--- config.mk ---
export PLATFORM = sky130hd
export DESIGN_NAME = serial_adder
export DESIGN_NICKNAME = d
export VERILOG_FILES = /design/src/rtl/serial_adder.sv
export SDC_FILE = /design/constraint.sdc
export NUM_CORES = 1
export LEC_CHECK = 0
export CAP_MARGIN = 20
export CORE_MARGIN = 8
export CORE_UTILIZATION = 54
export DETAILED_ROUTE_END_ITERATION = 8
export HOLD_SLACK_MARGIN = 0.1
export PLACE_DENSITY_LB_ADDON = 0.15
export SLEW_MARGIN = 20
export SYNTH_ARGS = -nofsm -noshare
export SYNTH_HDL_FRONTEND = slang
export SYNTH_SLANG_ARGS = --single-unit
--- constraint.sdc ---
create_clock -name clk -period 3.2 [get_ports clk]
set_input_delay 0.64 -clock clk [delete_from_list [all_inputs] [get_ports clk]]
set_output_delay 0.64 -clock clk [all_outputs]
set_load 0.005 [all_outputs]
--- src/rtl/serial_adder.sv ---
// serial_adder
//   Multi-cycle adder/subtractor. A WIDTH-bit operand pair is consumed DIGIT
//   bits per clock through a single DIGIT-bit ripple-carry slice, so a full
//   operation takes N = WIDTH/DIGIT compute cycles plus one DONE cycle.
//
// Parameters
//   WIDTH  operand/result width (>= 2)
//   DIGIT  bits processed per clock (must divide WIDTH)
//
// Ports
//   clk    system clock, rising edge
//   rst    asynchronous active-high reset
//   start  request a new operation (ignored while busy)
//   a, b   operands, captured when start is accepted
//   c_in   carry-in for addition (ignored when sub=1)
//   sub    1 = a - b, 0 = a + b + c_in
//   busy   high while digits are being processed
//   done   one-cycle pulse, result valid
//   sum    result, held until the next accepted start
//   c_out  carry out of the MSB (for subtraction 1 = no borrow)
//   ovf    two's-complement overflow
//
// Optional build macro SERIAL_ADDER_ACCUM_EN adds port acc: when acc=1 at
// an accepted start, operand A is taken from the current sum instead of a.

module serial_adder #(
  parameter int WIDTH = 8,
  parameter int DIGIT = 1
) (
  input  logic             clk,
  input  logic             rst,
  input  logic             start,
  input  logic [WIDTH-1:0] a,
  input  logic [WIDTH-1:0] b,
  input  logic             c_in,
  input  logic             sub,
`ifdef SERIAL_ADDER_ACCUM_EN
  input  logic             acc,
`endif
  output logic             busy,
  output logic             done,
  output logic [WIDTH-1:0] sum,
  output logic             c_out,
  output logic             ovf
);

  localparam int N  = WIDTH / DIGIT;
  localparam int CW = (N > 1) ? $clog2(N) : 1;
  localparam logic [CW-1:0] LAST = CW'(N - 1);

  typedef enum logic [1:0] {
    IDLE,
    RUN,
    DONE
  } state_t;

  state_t           state_q, state_d;
  logic [CW-1:0]    count_q, count_d;
  logic [WIDTH-1:0] aReg_q, aReg_d;
  logic [WIDTH-1:0] bReg_q, bReg_d;
  logic             carry_q, carry_d;
  logic [WIDTH-1:0] sum_q, sum_d;
  logic             cOut_q, cOut_d;
  logic             ovf_q, ovf_d;

  logic [WIDTH-1:0] opA;
  logic [DIGIT-1:0] sliceSum;
  logic [DIGIT:0]   carryChain;

  // Accumulate mode feeds the running result back in as operand A.
`ifdef SERIAL_ADDER_ACCUM_EN
  assign opA = acc ? sum_q : a;
`else
  assign opA = a;
`endif

  // One DIGIT-bit ripple slice of full adders. The operand registers shift
  // right each cycle, so the current digit is always in the low bits.
  always_comb begin
    carryChain    = '0;
    sliceSum      = '0;
    carryChain[0] = carry_q;
    for (int i = 0; i < DIGIT; i++) begin
      sliceSum[i]     = aReg_q[i] ^ bReg_q[i] ^ carryChain[i];
      carryChain[i+1] = (aReg_q[i] & bReg_q[i]) |
                        (carryChain[i] & (aReg_q[i] ^ bReg_q[i]));
    end
  end

  // Next-state and datapath updates. Subtraction is folded into the
  // captured operands (inverted B, carry-in forced to 1), so the RUN
  // state does not need to remember the operation.
  always_comb begin
    state_d = state_q;
    count_d = count_q;
    aReg_d  = aReg_q;
    bReg_d  = bReg_q;
    carry_d = carry_q;
    sum_d   = sum_q;
    cOut_d  = cOut_q;
    ovf_d   = ovf_q;

    case (state_q)
      IDLE, DONE: begin
        state_d = IDLE;
        if (start) begin
          aReg_d  = opA;
          bReg_d  = sub ? ~b : b;
          carry_d = sub | c_in;
          sum_d   = '0;
          count_d = '0;
          state_d = RUN;
        end
      end

      RUN: begin
        sum_d[int'(count_q) * DIGIT +: DIGIT] = sliceSum;
        carry_d = carryChain[DIGIT];
        aReg_d  = aReg_q >> DIGIT;
        bReg_d  = bReg_q >> DIGIT;
        if (count_q == LAST) begin
          // carryChain[DIGIT-1] is the carry into the result MSB here.
          cOut_d  = carryChain[DIGIT];
          ovf_d   = carryChain[DIGIT] ^ carryChain[DIGIT-1];
          state_d = DONE;
        end else begin
          count_d = count_q + 1'b1;
        end
      end

      default: state_d = IDLE;
    endcase
  end

  // State and datapath registers; reset aborts any operation in flight.
  always_ff @(posedge clk or posedge rst) begin
    if (rst) begin
      state_q <= IDLE;
      count_q <= '0;
      aReg_q  <= '0;
      bReg_q  <= '0;
      carry_q <= 1'b0;
      sum_q   <= '0;
      cOut_q  <= 1'b0;
      ovf_q   <= 1'b0;
    end else begin
      state_q <= state_d;
      count_q <= count_d;
      aReg_q  <= aReg_d;
      bReg_q  <= bReg_d;
      carry_q <= carry_d;
      sum_q   <= sum_d;
      cOut_q  <= cOut_d;
      ovf_q   <= ovf_d;
    end
  end

  assign busy  = (state_q == RUN);
  assign done  = (state_q == DONE);
  assign sum   = sum_q;
  assign c_out = cOut_q;
  assign ovf   = ovf_q;

endmodule
# After elaboration in Yosys (flattened, before gate mapping)
# Cells that the tools add are included.
[totals]
elab_cells = 48
out_inout_bits = 12
input_bits = 21
reg_bits = 32
[classes]
eq_ne = 6
addsub = 2
mux = 16
n_reduce_logical = 6
bitwise_logic = 8
shifts = 2
[ops]
columns = ["op", "count"]
rows = [
  ["8-bit case mux with 2 select lines", 3],
  ["3-bit negation with 33-bit output", 1],
  ["1-bit by 33-bit variable shift with 8-bit output, first input constant", 1],
  ["1-bit by 33-bit variable part select with 8-bit output", 1],
  ["8-bit two-way mux", 4],
  ["8-bit bitwise mux", 1],
  ["8-bit inverter", 1],
  ["3-bit two-way mux", 2],
  ["3-bit case mux with 2 select lines", 1],
  ["2-bit inequality test, second input constant", 2],
  ["2-bit case mux with 2 select lines", 1],
  ["2-bit AND reduction", 2],
  ["3-bit by 1-bit adder with 3-bit output, second input constant", 1],
  ["3-bit == test, second input constant", 1],
  ["3-bit AND reduction", 1],
  ["1-bit bitwise XOR", 3],
  ["1-bit AND", 2],
  ["2-bit by 1-bit == test with 1-bit output, second input constant", 1],
  ["2-bit == test, second input constant", 1],
  ["2-bit logical NOT", 1],
  ["1-bit two-way mux", 2],
  ["2-bit two-way mux", 1],
  ["2-bit by 1-bit inequality test with 1-bit output, second input constant", 1],
  ["1-bit OR", 2],
  ["other kinds (3)", 3],
]

# Depth between registers and ports, before layout
# Gate-level depths: netlist of the first run.
[logic_depth]
ltp_word = 5
depth_mapped = 7
mapped_depth_nobuf = 6

# Worst setup path before layout of the first run
# OpenSTA, ideal clock, no wires.
[synth_timing]
kind = "register to register"
startpoint = "register count_q[0]"
endpoint = "register sum_q[6], in the netlist sum[6]"
required_ps = 3105
path_slack_ps = 1199
arrival_ps = 1906
synth_period_minus_slack_ps = 2001
path_stages_with_launch = 7
n_path_buf = 0
cell_sequence = "dfrtp_1 inv_1 ha_1 ha_1 or4b_4 or3_1 o31ai_1"
[synth_via]
elab_chain_len = 4
[synth_lines]
columns = ["element", "line", "text"]
rows = [
  ["from (decl)", "58", "logic [CW-1:0] count_q, count_d;"],
  ["from (signal assigned)", "148", "count_q <= count_d;"],
  ["3-bit negation with 33-bit output *", "117", "sum_d[int'(count_q) * DIGIT +: DIGIT] = sliceSum;"],
  ["1-bit by 33-bit variable part select with 8-bit output / 1-bit by 33-bit variable shift with 8-bit output (equally long branches)", "117", ""],
  ["8-bit bitwise mux *", "117", ""],
  ["8-bit case mux with 2 select lines *", "103", "case (state_q)"],
  ["to (signal assigned)", "152", "sum_q <= sum_d;"],
  ["to (decl)", "62", "logic [WIDTH-1:0] sum_q, sum_d;"],
]
# Mark *: on every way between the ends. The rest lies on a longest branch, timed or not.
# A chain may end at the register's enable or synchronous reset.

# Final worst setup path of the first run
# Same ends and word-level chain as after synthesis.

==> run_results.csv, run 1 <==
group,metric,value,unit
status,status,"finished clean",
synthesis,synth-seq-cells,32,
setup_path,ff2ff_setup_slack,0.94,ns
clock_tree,postCtsHoldBufs,0,
timing,timing.hold.ws,0.4863,ns
clock_tree,cts_tree,"built",
route,drt_iter0_drc,93,
die,core,2758,µm²
timing,timing.final.crit_period,2.261,ns
global_routing,grt_remaining_overflow,0,
flow_run,max_cap_viol_count,0,
clock_tree,clock-sinks,32,
setup_path,worstPathCellList,"inv_1 > ha_1 > ha_1 > or4b_4 > or3_1 > o31ai_1",
clock_tree,numCtsBuffers,5,
synthesis,synthesis.area,1564,µm²
die,rows,19,
layout,drive_gt1_share,8.000,%
min_path,holdPathStages,1,
synthesis,async_flop_share,100.0,%
timing,fin_crit_sh,70.66,%
timing,worst_pin_slew,0.7407,ns
clock_tree,clock_latency,0.33,ns
synthesis,yosysTopAreaCell,"dfrtp_1",
layout,diodes,0,
die,die_h,69.82,µm
die,pin_count,33,
setup_path,max_stage_delay,0.56,ns
placed_design,dp_hpwl,2431,µm
clock_tree,post_cts.repair.setup_buffers,0,
global_routing,grt_pass1_wl,5789,µm
die,die_w,69.82,µm
global_routing,grt_usage,14.27,%
synthesis,synth_area_leaders,"dfrtp_1, a221o_1, a22o_1",
setup_path,r2r_end,"sum[6]$_DFFE_PP0P_",
setup_path,cp_common_cell,"ha_1",
timing,finalSetupViolCount,0,
clock_tree,cts.clk_slew.worst_paths,0.11,ns
synthesis,synth_nets,166,
synthesis,synth_area_per_cell,11.17,µm²
setup_path,setup.worst_path.start,"count_q[0]$_DFFE_PP0P_",
synthesis,yosysWarnings,0,
power,leakage,0.9084,nW
synthesis,synth_cell_types,33,
route,drc,0,
synthesis,synth_commonest_cells,"dfrtp_1, nor2_1, a22o_1",
power,p_per_area,962.9,nW/µm²
clock_tree,clock_path_buffers,2,
placed_design,gp_congestion,0.7786,
global_routing,grt_pass1_vias,1290,
setup_path,endpoint_kind,"flop",
synthesis,yosysMostFrequentCell,"dfrtp_1",
timing,clock_skew,0.01142,ns
synthesis,ys_seq_area_share,51.20,%
min_path,worstHoldPathType,"reg2reg",
die,dieArea,4874,µm²
route,dr_total_vias,1220,
die,initial_core_util,56.72,%
route,viasPerCell,5.922,
setup_path,cp_max_fo,7,
synthesis,synth_edf_count,0,
timing,max_slew_margin,50.62,%
route,drt_first_pass_iters,5,
timing,finalHoldViolations,0,
setup_path,timing.rr.start,"count_q[0]$_DFFE_PP0P_",
synthesis,synthDominantCellAreaShare,51.20,%
route,ant_nets,0,
clock_tree,ctsResizeCount,0,
timing,slew_violations,0,
layout,area_growth,27.44,%
route,finalWirelength,3345,µm
setup_path,worstRegToRegCells,6,
route,wl_per_cell,16.24,µm
power,worst_ir_drop_vdd,0.0007656,V
clock_tree,cts_root_buf,"clkbuf_4",
global_routing,grt_antenna_before_repair,0,
setup_path,crit_type,"reg2reg",
min_path,min_to,"aReg_q[2]$_DFFE_PP0P_",
timing,rsz0062_at_grt,"no",
setup_path,arrival,2.50,ns
synthesis,syn_inst,140,
global_routing,grt_max_degree,33,
setup_path,crit_required,3.43,ns
setup_path,cp_slowest_cell,"or4b_4",
layout,final_util,72.28,%
timing,fin_tns_setup,0,ns
setup_path,cp-start-kind,"flop",
min_path,min_from,"aReg_q[2]$_DFFE_PP0P_",
placed_design,io_buffer_count,32,
layout,layout.nets,200,
clock_tree,h-tree-depth,2,
synthesis,ys.flop_type,"dfrtp_1",
timing,max_freq,442.2,MHz
registers in the layout, summed over array words and instances (netlist names):
name,cells
c_out,1
state_q,2
carry_q,1
aReg_q,8
sum,8
bReg_q,8
ovf,1
count_q,3
per-layer routing:
metal	wire length, µm	GRT usage (%)	up-vias
li1	-	-	581
met4	27	4.688	0
met5	0	0	-
met2	1683	23.96	26
met1	1483	15.98	609
met3	150	5.722	4
power by group:
group	switching, W	total, W	internal, W
combinational	0.000466	0.000919	0.000453
sequential	0.000121	0.000697	0.000576
clock	0.000140	0.000303	0.000164
layout make-up:
type	count	area (µm²)
repair buffers	36	350.3
clock inverters	2	35.03
fillers	203	764.5
clock buffers	6	41.29
inverters	7	26.28
well taps	31	38.79
multi-input cells	92	700.7
flip-flops and latches	32	800.8
cell families after synthesis:
logic type	Yosys count	share of synthesized area, %
fa+ha+maj	5	4.480
simple gates	34	12.00
flops	32	51.20
compound gates	40	20.64
buf+inv	16	4.001
xor+xnor	9	5.040
mux	4	2.640
how the worst max path moves through the flow:
stage	to	slack [ns]	depth (start not counted)
after detailed placement	sum[6]$_DFFE_PP0P_	1.0	6
final	sum[6]$_DFFE_PP0P_	0.94	6
after global placement	bReg_q[1]$_DFFE_PP0P_	1.05	6
after floorplan	sum[6]$_DFFE_PP0P_	1.20	6
after CTS	busy	0.92	2
after global routing	sum[4]$_DFFE_PP0P_	0.81	6
metrics by stage:
stage | std cells | worst slack [ns] | total power, W | instance area, µm²
detailed placement | 198 | 0.9970 | 0.001626 | 1917
floorplan | 140 | 1.199 | 0.001318 | 1564
global route | 206 | 0.8087 | 0.002066 | 1993
finish | 206 | 0.9388 | 0.001919 | 1993
global placement | 198 | 1.048 | 0.001582 | 1917
CTS | 206 | 0.9222 | 0.001932 | 1993
worst max-delay path: cells and delay by family (launching register included):
family | cells | cell delay, ns
buf+inv | 1 | 0.10
flops | 1 | 0.48
compound gates | 1 | 0.22
simple gates | 2 | 0.94
fa+ha+maj | 2 | 0.42
cells in the final DEF, fill, tap and decap left out, types with 3 or more instances in the layout:
cell and n:
clkdlybuf4s50_1 32, o31ai_1 3, o311ai_0 3, a21o_1 7, nand2b_1 3, buf_4 4, nand2_1 5, mux2i_1 3
clkbuf_4 5, dfrtp_1 32, a22o_1 9, nand3_1 3, a221o_1 8, ha_1 4, nor2_1 11, inv_1 7
nor2b_1 3, xnor2_1 8, o21ai_0 4
Note: power is estimated with default switching activity, not from simulation.
==> run 2: changes to the inputs <==
--- a/config.mk
+++ b/config.mk
@@ -7,7 +7,7 @@
 export LEC_CHECK = 0
 export CAP_MARGIN = 20
 export CORE_MARGIN = 8
-export CORE_UTILIZATION = 54
+export CORE_UTILIZATION = 50
 export DETAILED_ROUTE_END_ITERATION = 8
 export HOLD_SLACK_MARGIN = 0.1
 export PLACE_DENSITY_LB_ADDON = 0.15
==> constraint.sdc (replaced) <==
create_clock -name clk -period 2.2 [get_ports clk]
set_input_delay 0.44 -clock clk [delete_from_list [all_inputs] [get_ports clk]]
set_output_delay 0.44 -clock clk [all_outputs]
set_load 0.005 [all_outputs]
==> run 2 against run 1 <==
Compared with the run above: sequential share of layout area down 0.14 points; total power up 43%; flip-flop and latch count unchanged; global-route usage up 0.56 points; cell count up 1.9%; core utilization down 5.6 points; critical endpoint unchanged; largest cell class unchanged.
==> run_results.csv, run 2 (synthesis gave the netlist of run 1 again) <==
group,metric,value,unit
power,worst_ir_drop_vdd,0.0006296,V
global_routing,grt_pass1_vias,1352,
clock_tree,cts.clk_slew.worst_paths,0.09,ns
route,wl_per_cell,16.68,µm
timing,max_slew_margin,31.23,%
die,initial_core_util,52.08,%
route,drc,0,
placed_design,io_buffer_count,32,
route,dr_total_vias,1244,
layout,diodes,0,
setup_path,cp_slowest_cell,"or4b_4",
die,rows,20,
clock_tree,clock_path_buffers,2,
timing,fin_tns_setup,0,ns
global_routing,grt_max_degree,33,
setup_path,cp_common_cell,"ha_1",
status,status,"finished clean",
route,drt_first_pass_iters,4,
clock_tree,clock_latency,0.32,ns
route,drt_iter0_drc,57,
die,die_h,71.93,µm
power,p_per_area,1373,nW/µm²
layout,final_common_cell,"clkdlybuf4s50_1",
setup_path,arrival,2.34,ns
global_routing,grt_pass1_wl,6023,µm
route,ant_nets,0,
timing,finalHoldViolations,0,
clock_tree,h-tree-depth,2,
global_routing,grt_remaining_overflow,0,
setup_path,worstPathCellList,"inv_1 > ha_1 > ha_1 > or4b_4 > or3_1 > o31ai_1",
setup_path,max_stage_delay,0.57,ns
timing,clock_skew,0.004543,ns
setup_path,cp_max_fo,5,
timing,timing.hold.ws,0.4842,ns
timing,rsz0062_at_grt,"no",
clock_tree,cts_tree,"built",
route,finalWirelength,3503,µm
timing,worst_pin_slew,1.028,ns
setup_path,cp-start-kind,"flop",
clock_tree,cts_root_buf,"clkbuf_4",
global_routing,grt_usage,14.83,%
setup_path,crit_type,"reg2reg",
layout,drive_gt1_share,10.17,%
timing,slew_violations,0,
timing,timing.final.crit_period,2.107,ns
layout,layout_common_cells,"clkdlybuf4s50_1, dfrtp_1, nor2_1, a22o_1",
setup_path,crit_required,2.43,ns
placed_design,dp_hpwl,2569,µm
clock_tree,postCtsHoldBufs,0,
global_routing,grt_antenna_before_repair,0,
flow_run,max_cap_viol_count,0,
power,fin_total_pwr,0.002751,W
timing,finalSetupViolCount,0,
die,core,3003,µm²
clock_tree,clock-sinks,32,
timing,max_freq,474.6,MHz
power,leakage,0.9094,nW
layout,area_growth,28.08,%
setup_path,endpoint_kind,"flop",
min_path,worstHoldPathType,"reg2reg",
placed_design,gp_congestion,0.8702,
die,die_w,71.93,µm
die,pin_count,33,
setup_path,ff2ff_setup_slack,0.09,ns
route,viasPerCell,5.924,
timing,fin_crit_sh,95.78,%
die,dieArea,5174,µm²
placed_design,dp.cells,202,
clock_tree,numCtsBuffers,5,
layout,fin_cells,210,
layout,layout.nets,202,
[run 2: area by class of cell]
type / count / area (µm²)
Fill cell: 256 / 999.7
Sequential cell: 32 / 802.0
Inverter: 7 / 26.28
Tap cell: 33 / 41.29
Multi-Input combinational cell: 92 / 709.4
Clock buffer: 8 / 58.81
Timing Repair Buffer: 38 / 365.4
[run 2: power by group]
group / switching [W] / internal [W] / leakage, nW / total, W
logic: 0.000713 / 0.000686 / 0.469 / 0.00140
registers: 0.000170 / 0.000840 / 0.408 / 0.00101
clock network: 0.000185 / 0.000158 / 0.0326 / 0.000342
total: 0.00107 / 0.00168 / 0.909 / 0.00275
[run 2: worst max-delay path, delay by kind of cell (launching register included)]
kind / cells / cell delay, ns
AOI/OAI and AO/OA: 1 / 0.20
and+or+nand+nor: 2 / 0.93
buffers and inverters: 1 / 0.06
DFF: 1 / 0.42
adders and majority gates: 2 / 0.41
[run 2: path summary, 6_finish.rpt]
check	from	end	cells past startpoint
worst max-delay path	count_q[1]$_DFFE_PP0P_	sum[6]$_DFFE_PP0P_	6
worst min-delay path	aReg_q[5]$_DFFE_PP0P_	aReg_q[5]$_DFFE_PP0P_	1
worst max register to register	count_q[1]$_DFFE_PP0P_	sum[6]$_DFFE_PP0P_	6
max in group asynchronous	rst	count_q[1]$_DFFE_PP0P_	3
worst min register to register	aReg_q[5]$_DFFE_PP0P_	aReg_q[5]$_DFFE_PP0P_	1
min in group asynchronous	rst	sum[3]$_DFFE_PP0P_	3
[run 2: metal layers]
metal  up-vias  GRT usage (%)  share of wire, %
met3         6          5.096               4.3
met5         -              0                 0
met4         0          7.937               1.3
li1        585              -                 -
met1       628          16.02                43
met2        25          25.00                51
[run 2: metrics by stage]
| stage | instance area, µm² | setup WS, ns | util (%) |
|---|---|---|---|
| floorplan | 1564 | 0.1988 | - |
| global placement | 1934 | 0.05010 | 64.42 |
| detailed placement | 1934 | 0.01556 | 64.42 |
| CTS | 1993 | 0.008793 | 66.38 |
| global route | 2003 | 0.02370 | 66.71 |
| finish | 2003 | 0.09288 | 66.71 |
[run 2: what timing repair did]
| action | 4_1_cts | 5_1_grt |
|---|---|---|
| endpoints found under the setup margin | 0 | 3 |
| gates resized for setup | 0 | 4 |
| buffers inserted | 0 | 0 |
==> run 3: changes to the inputs <==
--- a/config.mk
+++ b/config.mk
@@ -11,7 +11,7 @@
 export DETAILED_ROUTE_END_ITERATION = 8
 export HOLD_SLACK_MARGIN = 0.1
 export PLACE_DENSITY_LB_ADDON = 0.15
-export SLEW_MARGIN = 20
+export SLEW_MARGIN = 15
 export SYNTH_ARGS = -nofsm -noshare
 export SYNTH_HDL_FRONTEND = slang
 export SYNTH_SLANG_ARGS = --single-unit
==> results of run 3 <==
Same layout as run 2: the final DEF is identical, and so are final timing and power.
